===== src/rtl/simmem_pkg.sv =====
// simmem_pkg: shared widths, types and slot record for the simmem release scheduler.
package simmem_pkg;
  localparam int IDWidth       = 4;
  localparam int NumIds        = 2 ** IDWidth;
  localparam int DelayWidth    = 8;
  localparam int NumSlots      = 8;
  localparam int TotalCapacity = 16;
  localparam int CreditWidth   = $clog2(TotalCapacity + 1);
  localparam int OccWidth      = $clog2(NumSlots + 1);
  typedef logic [IDWidth-1:0]     id_t;
  typedef logic [DelayWidth-1:0]  delay_t;
  typedef logic [CreditWidth-1:0] credit_t;
  typedef logic [OccWidth-1:0]    occ_t;
  typedef struct packed {
    logic   valid;
    id_t    id;
    delay_t cnt;
  } slot_t;
endpackage


===== src/rtl/simmem_release_scheduler_if.sv =====
// simmem_release_scheduler_if: request handshake and per-ID release credit signals.
interface simmem_release_scheduler_if;
  import simmem_pkg::*;
  id_t               req_id_i;
  delay_t            req_delay_i;
  logic              req_valid_i;
  logic              req_ready_o;
  logic [NumIds-1:0] release_en_o;
  logic [NumIds-1:0] released_i;
  modport master (output req_id_i, req_delay_i, req_valid_i, released_i, input req_ready_o, release_en_o);
  modport slave  (input req_id_i, req_delay_i, req_valid_i, released_i, output req_ready_o, release_en_o);
endinterface


===== src/rtl/simmem_delay_slot.sv =====
// simmem_delay_slot: one countdown slot; expire_o is high during the cycle whose closing edge frees it.
module simmem_delay_slot
  import simmem_pkg::*;
(
  input  logic   clk_i,
  input  logic   rst_ni,
  input  logic   load_i,
  input  id_t    id_i,
  input  delay_t delay_i,
  output logic   valid_o,
  output id_t    id_o,
  output logic   expire_o
);
  slot_t slot_q, slot_d;
  assign expire_o = slot_q.valid && (slot_q.cnt == '0);
  assign valid_o  = slot_q.valid;
  assign id_o     = slot_q.id;
  assign slot_d   = load_i       ? '{valid: 1'b1, id: id_i, cnt: delay_i} :
                    expire_o     ? '{valid: 1'b0, id: slot_q.id, cnt: slot_q.cnt} :
                    slot_q.valid ? '{valid: 1'b1, id: slot_q.id, cnt: slot_q.cnt - delay_t'(1)} :
                                   slot_q;
  always_ff @(posedge clk_i or negedge rst_ni) begin
    if (!rst_ni) slot_q <= '0;
    else         slot_q <= slot_d;
  end
endmodule


===== src/rtl/simmem_release_scheduler.sv =====
// simmem_release_scheduler: delays requests in countdown slots and grants per-ID release credits on expiry.
// Define SIMMEM_RELEASE_SCHED_STATS_EN to add occupancy, high-water and stall statistics outputs.
module simmem_release_scheduler
  import simmem_pkg::*;
(
  input  logic clk_i,
  input  logic rst_ni,
  simmem_release_scheduler_if.slave bus
`ifdef SIMMEM_RELEASE_SCHED_STATS_EN
  ,
  output occ_t        occupancy_o,
  output occ_t        max_occupancy_o,
  output logic [31:0] stall_cnt_o
`endif
);
  logic [NumSlots-1:0] valid, expire, free, grant;
  id_t                 slot_id [NumSlots];
  credit_t             credit_q [NumIds];
  credit_t             credit_d [NumIds];
  occ_t                inc [NumIds];
  logic [NumIds-1:0]   dec;
  assign free            = ~valid;
  assign bus.req_ready_o = |free;
  // isolate the lowest set bit of free
  assign grant = (bus.req_valid_i && bus.req_ready_o) ? (free & (~free + NumSlots'(1))) : '0;
  for (genvar s = 0; s < NumSlots; s++) begin : g_slot
    simmem_delay_slot u_slot (
      .clk_i    (clk_i),
      .rst_ni   (rst_ni),
      .load_i   (grant[s]),
      .id_i     (bus.req_id_i),
      .delay_i  (bus.req_delay_i),
      .valid_o  (valid[s]),
      .id_o     (slot_id[s]),
      .expire_o (expire[s])
    );
  end
  always_comb begin
    for (int i = 0; i < NumIds; i++) begin
      inc[i] = '0;
      for (int j = 0; j < NumSlots; j++) inc[i] = inc[i] + occ_t'(expire[j] && (slot_id[j] == id_t'(i)));
      dec[i]      = bus.released_i[i] && (credit_q[i] != '0);
      credit_d[i] = credit_q[i] + credit_t'(inc[i]) - credit_t'(dec[i]);
    end
  end
  always_ff @(posedge clk_i or negedge rst_ni) begin
    if (!rst_ni) credit_q <= '{default: '0};
    else         credit_q <= credit_d;
  end
  for (genvar g = 0; g < NumIds; g++) begin : g_en
    assign bus.release_en_o[g] = (credit_q[g] != '0);
  end
  always @(posedge clk_i) begin
    if (rst_ni) begin
      for (int i = 0; i < NumIds; i++) begin
        assert (!(bus.released_i[i] && (credit_q[i] == '0)))
          else $warning("release pulse on id %0d with zero credit ignored", i);
        assert (int'(credit_q[i]) + int'(inc[i]) <= TotalCapacity)
          else $error("credit overflow on id %0d", i);
      end
    end
  end
`ifdef SIMMEM_RELEASE_SCHED_STATS_EN
  occ_t        occ, max_q;
  logic [31:0] stall_q;
  always_comb begin
    occ = '0;
    for (int j = 0; j < NumSlots; j++) occ = occ + occ_t'(valid[j]);
  end
  assign occupancy_o     = occ;
  assign max_occupancy_o = (occ > max_q) ? occ : max_q;
  assign stall_cnt_o     = stall_q;
  always_ff @(posedge clk_i or negedge rst_ni) begin
    if (!rst_ni) begin
      max_q   <= '0;
      stall_q <= '0;
    end else begin
      max_q   <= max_occupancy_o;
      stall_q <= (bus.req_valid_i && !bus.req_ready_o && (stall_q != '1)) ? stall_q + 32'd1 : stall_q;
    end
  end
`endif
endmodule


===== src/flat_wrapper.sv =====
// flat-port wrapper written by rule: the top's interface ports become plain ports
module simmem_release_scheduler_flat import simmem_pkg::*;
  (clk_i, rst_ni, bus_req_id_i, bus_req_delay_i, bus_req_valid_i, bus_released_i, bus_req_ready_o, bus_release_en_o);
  simmem_release_scheduler_if bus_i ();
  input  logic clk_i;
  input  logic rst_ni;
  input wire logic [$bits(bus_i.req_id_i)-1:0] bus_req_id_i;
  input wire logic [$bits(bus_i.req_delay_i)-1:0] bus_req_delay_i;
  input wire logic [$bits(bus_i.req_valid_i)-1:0] bus_req_valid_i;
  input wire logic [$bits(bus_i.released_i)-1:0] bus_released_i;
  output wire logic [$bits(bus_i.req_ready_o)-1:0] bus_req_ready_o;
  output wire logic [$bits(bus_i.release_en_o)-1:0] bus_release_en_o;
  assign bus_i.req_id_i = bus_req_id_i;
  assign bus_i.req_delay_i = bus_req_delay_i;
  assign bus_i.req_valid_i = bus_req_valid_i;
  assign bus_i.released_i = bus_released_i;
  assign bus_req_ready_o = bus_i.req_ready_o;
  assign bus_release_en_o = bus_i.release_en_o;
  simmem_release_scheduler u_core (.clk_i(clk_i), .rst_ni(rst_ni), .bus(bus_i));
endmodule

===== config.mk =====
export PLATFORM = sky130hd
export DESIGN_NAME = simmem_release_scheduler_flat
export DESIGN_NICKNAME = d
export VERILOG_FILES = /design/src/rtl/simmem_pkg.sv /design/src/rtl/simmem_release_scheduler_if.sv /design/src/rtl/simmem_delay_slot.sv /design/src/rtl/simmem_release_scheduler.sv /design/src/flat_wrapper.sv
export SDC_FILE = /design/constraint.sdc
export NUM_CORES = 1
export LEC_CHECK = 0
export BUFFER_PORTS_ARGS = -buffer_cell sky130_fd_sc_hd__buf_2
export CAP_MARGIN = 25
export CORE_AREA = 8 8 190 192
export DETAILED_ROUTE_END_ITERATION = 8
export DIE_AREA = 0 0 198 200
export PLACE_DENSITY_LB_ADDON = 0.08
export SETUP_SLACK_MARGIN = 0.15
export SLEW_MARGIN = 20
export SYNTH_ARGS = -nofsm -noshare
export SYNTH_HDL_FRONTEND = slang
export SYNTH_SLANG_ARGS = --single-unit

===== constraint.sdc =====
create_clock -name clk_i -period 6.4 [get_ports clk_i]
set_input_delay 1.28 -clock clk_i [delete_from_list [all_inputs] [get_ports clk_i]]
set_output_delay 1.28 -clock clk_i [all_outputs]
set_load 0.005 [all_outputs]

; Word-level counts from Yosys, hierarchy flattened
; Cells that the tools add are included.
[word_totals]
inputBits = 31
regBits = 184
word_cells = 551
output_inout_bits = 17
[op_classes]
bitwise_logic = 3
add_sub_neg = 153
muxes = 25
n_reduce_logical = 202
eq_ne = 128
[op_table]
columns = operator, count
row1 = $add A4 B1 Y4, 96
row2 = $mux W13, 24
row3 = $eq A4 B4 Y1 const B, 64
row4 = $logic_and A1 B1 Y1, 153
row5 = $eq A4 B3 Y1 const B, 32
row6 = $add A5 B4 Y5, 16
row7 = $reduce_bool A5 Y1, 16
row8 = $sub A5 B1 Y5, 16
row9 = $eq A4 B2 Y1 const B, 16
row10 = $logic_not A8 Y1, 8
row11 = $sub A8 B1 Y8 const B, 8
row12 = $add A1 B1 Y2, 16
row13 = $eq A4 B1 Y1 const B, 8
row14 = $logic_not A4 Y1, 8
row15 = $ne A2 B1 Y1 const B, 8
row16 = $not A8 Y8, 2
row17 = $reduce_and A2 Y1, 8
row18 = $reduce_bool A2 Y1, 8
row19 = $add A8 B1 Y8 const B, 1
row20 = $and A8 B8 Y8, 1
row21 = $mux W8, 1
row22 = $reduce_or A8 Y1, 1

; Logic depth before layout (Yosys ltp)
[depth]
depth_word = 12
depth_mapped = 21

; Cells and area by module
; Synthesis repeated with hierarchy kept, for this count alone.
[unflattened]
hier_cells = 1578
area_unflattened_um2 = 15514.9
[modules_own_cells]
columns = module, instances, area_each_um2, cells_per_inst
row1 = simmem_release_scheduler, 1, 9318.9, 970
row2 = simmem_delay_slot, 8, 774.5, 76

; Worst setup path after synthesis
; Ideal clock, no wire load.
[synth_path]
path_type = reg-to-reg
start = register u_core.g_slot[0].u_slot.slot_q[5] (netlist name)
end = register u_core.credit_q[79] (netlist name)
setup_time_ns = 0.124
path_slack_ns = 1.064
path_stages_with_launch = 19
arrival_time_ns = 5.212
period_less_slack_ns = 5.336
cell_sequence = dfrtp_1 > or4_1 > nor3_1 > or3b_2 > nor3_1 > ha_1 > inv_1 > fa_1 > inv_1 > fa_1 > fa_1 > inv_1 > fa_1 > ha_1 > inv_1 > fa_1 > a21o_1 > a21oi_1 > xnor2_1
[synth_lines]
columns = item, line_no
row1 = "start, declared", simmem_delay_slot.sv:14  ; slot_t slot_q, slot_d;
row2 = "start signal, assigned", simmem_delay_slot.sv:24  ; else slot_q <= slot_d;
row3 = "end signal, assigned", simmem_release_scheduler.sv:48  ; else credit_q <= credit_d;
row4 = "end, declared", simmem_release_scheduler.sv:18  ; credit_t credit_q [NumIds];

==> metrics <==
Clock Power Share 22.8%; power per cell area 316.0 nW/µm²; grt total ovfl 0; Core Region 33110 µm²; Cell Int Power 3.253 mW; total CTS buffers 17; post-DP HPWL 27330 µm; vias in the first global route 11142; gr usage total 18.46%; relative slew slack 33.39%; Most Crowded Layer GR met2; Via density 5.150; Synth area leaders dfrtp_1 31%, ha_1 16%, fa_1 11%; Clock transition at path regs 0.08 ns; FFs w/ async S/R, synth 100.0%; Die Height 200 µm; CTS max path bufs 2; Setup crit end kind flip-flop; Slew Viols, Final 0; status complete, no violations; crit-path max FO 4; initial antenna violation count 4; # fillers 3124; Area Overhead vs Synth 9.249%; unrepaired setup endpoints after global routing false; critical path class flip-flop to flip-flop; slowest cell on the critical path or4_1; Yosys cell types 65; clock sinks 184; Worst-Skew Late Latency 0.45 ns; H-tree levels 4; yosys warns 0; initial core utilization 45.06%; most frequent cell after synthesis inv_1; antenna viol nets, final 0; met2 GRT Util 30.98%; max_cap viols 0; setup_tns 0 ns; DRC viols 0; Mapped Area 14920 µm²; Top delay family on crit path adder cells; Total Wirelength 34760 µm; Die W 198 µm; CTS tree yes; Psw 1.898 mW; crit-path cells or4_1 -> nor3_1 -> or3b_2 -> nor3_1 -> ha_1 -> inv_1 -> fa_1 -> inv_1 -> fa_1 -> fa_1 -> inv_1 -> fa_1 -> ha_1 -> inv_1 -> fa_1 -> a21o_1 -> a21oi_1 -> xnor2_1; Period minus WS final 5.842 ns; fin crit share 91.28%; Lkg Pwr 8.217 nW; Layout Utilization 49.23%; # diodes 0; die area 39600 µm²; CP required 6.77 ns; Synth top area share 30.86%; total vias in the final route 11067; Synth Net Count 1955; Net Sw Frac 36.85%; Max rail drop VDD 0.1889 mV; Gate Count Post-Synth 1652; Final Hold Viols 0; Seq/Total Area, Yosys 30.86%; Mapped Avg Cell Area 9.033 µm²; Root Buffer Master clkbuf_16; Flop pwr share 32.9%; largest net degree at the start of global routing 100; share of layout cells above drive strength 1 7.113%; Iteration-0 DRC Markers 469; # IOs 48; TritonRoute pass-1 iters 5; CTS Hold Bufs 0; Post-synth EDFFs 0; final net count 1991; # rows 67; Max Clock Skew 0.01301 ns; routing usage on met3 3.437%; leading area contributor after synthesis dfrtp_1; post-cts sizing count 0; power share of the combinational group 44.3%; Port Buffers 47; met1 usage 23.78%; Max Freq 0.1712 GHz; worst slew pin tran 0.9955 ns; Synth Flop Type dfrtp_1; final routed wire length divided by cell count 16.17 µm; Most common cell on crit path fa_1; Yosys reg bits 184; critical path buffer and inverter count 4; final setup vio count 0; class of the worst hold path flip-flop to flip-flop; postcts setup bufs 0; slowest stage delay, CP 0.59 ns; gpl congestion 0.9317; list of most frequent post-synthesis cells 327 x inv_1, 192 x ha_1, 184 x dfrtp_1, 183 x nand2_1, 96 x nor2_1; CP Data Arrival Time 6.21 ns; first-pass GRT wire length 57830 µm; crit start category flip-flop
-- state kept, by name, summed over array words and instances, names as in the netlist --
name	flops
u_core.credit_q	80
u_core.g_slot.u_slot.slot_q	64
u_core.g_slot.u_slot.valid_o	8
u_core.g_slot.u_slot.id_o	32
-- metal layers --
metal	wire length, µm	vias to the layer above
met5	30	-
met4	945	6
met3	1452	47
met2	16360	216
met1	15970	5295
li1	-	5503
-- worst reg2reg max path, delay by kind of cell (launching register included) --
family	cells	cell delay (ns)
fa+ha+maj	7	2.83
simple gates	4	1.76
flops	1	0.41
compound gates	2	0.36
buf+inv	4	0.26
xor+xnor	1	0.14
-- through the flow --
step                setup slack, ns  instances  total power, mW  area [µm²]  hold slack (ns)
floorplan                     1.064       1652            3.565       14920           0.4783
global placement             0.7472       2117            3.971       15660           0.5095
detailed placement           0.5821       2117            4.034       15660           0.5155
CTS                          0.5540       2149            5.238       16300           0.5322
global route                 0.3253       2149            5.688       16300           0.5581
finish                       0.5581       2149            5.151       16300           0.5315
-- placed cells by master (no fill, tap or decap), drive strengths merged, types with 19 or more instances in the layout --
cell type,instances
a21o,50
a21oi,45
buf,60
dfrtp,184
fa,80
ha,192
inv,333
nand2,183
nand2b,19
nand3,41
nor2,96
nor3,57
nor4,19
o21ai,24
xnor2,45
xor2,39
-- path summary, 6_finish.rpt --
kind | startpoint | cells past startpoint | slack (ns) | to
min in group asynchronous | rst_ni | 1 | 0.94 | u_core.credit_q[36]
max in group asynchronous | rst_ni | 2 | 4.25 | u_core.g_slot[5].u_slot.slot_q[0]
hold / removal | u_core.g_slot[6].u_slot.slot_q[6] | 2 | 0.53 | u_core.g_slot[6].u_slot.slot_q[6]
setup reg to reg | u_core.g_slot[0].u_slot.slot_q[5] | 18 | 0.56 | u_core.credit_q[79]
setup / recovery | u_core.g_slot[0].u_slot.slot_q[5] | 18 | 0.56 | u_core.credit_q[79]
hold reg to reg | u_core.g_slot[6].u_slot.slot_q[6] | 2 | 0.53 | u_core.g_slot[6].u_slot.slot_q[6]
-- layout make-up --
cell class              count  area (µm²)  area share, %
flip-flops and latches    184        4604          28.24
inverters                 327        1227          7.529
clock inverters            15       214.0          1.312
repair buffers             61       349.1          2.141
clock buffers              17       425.4          2.610
well taps                 448       560.5          3.438
multi-input cells        1097        8921          54.72
-- cells by family after synthesis --
family	count (synthesis)	share of synthesized area, %
AO/OA/AOI/OAI	203	9.576
multiplexers	16	1.140
AND/OR/NAND/NOR	522	17.26
buffers and inverters	371	9.400
adder cells (fa/ha/maj)	272	26.83
XOR/XNOR	84	4.930
flip-flops	184	30.86
-- power by group through the flow --
stage | Sequential [mW] | Clock [mW] | Combinational, mW
after detailed placement | 1.72 | 0 | 2.32
after global placement | 1.72 | 0 | 2.26
final | 1.69 | 1.17 | 2.28
after global routing | 1.73 | 1.25 | 2.70
after CTS | 1.70 | 1.21 | 2.33
after floorplan | 1.66 | 0 | 1.90
No activity file was read; power rests on OpenSTA's default activity.
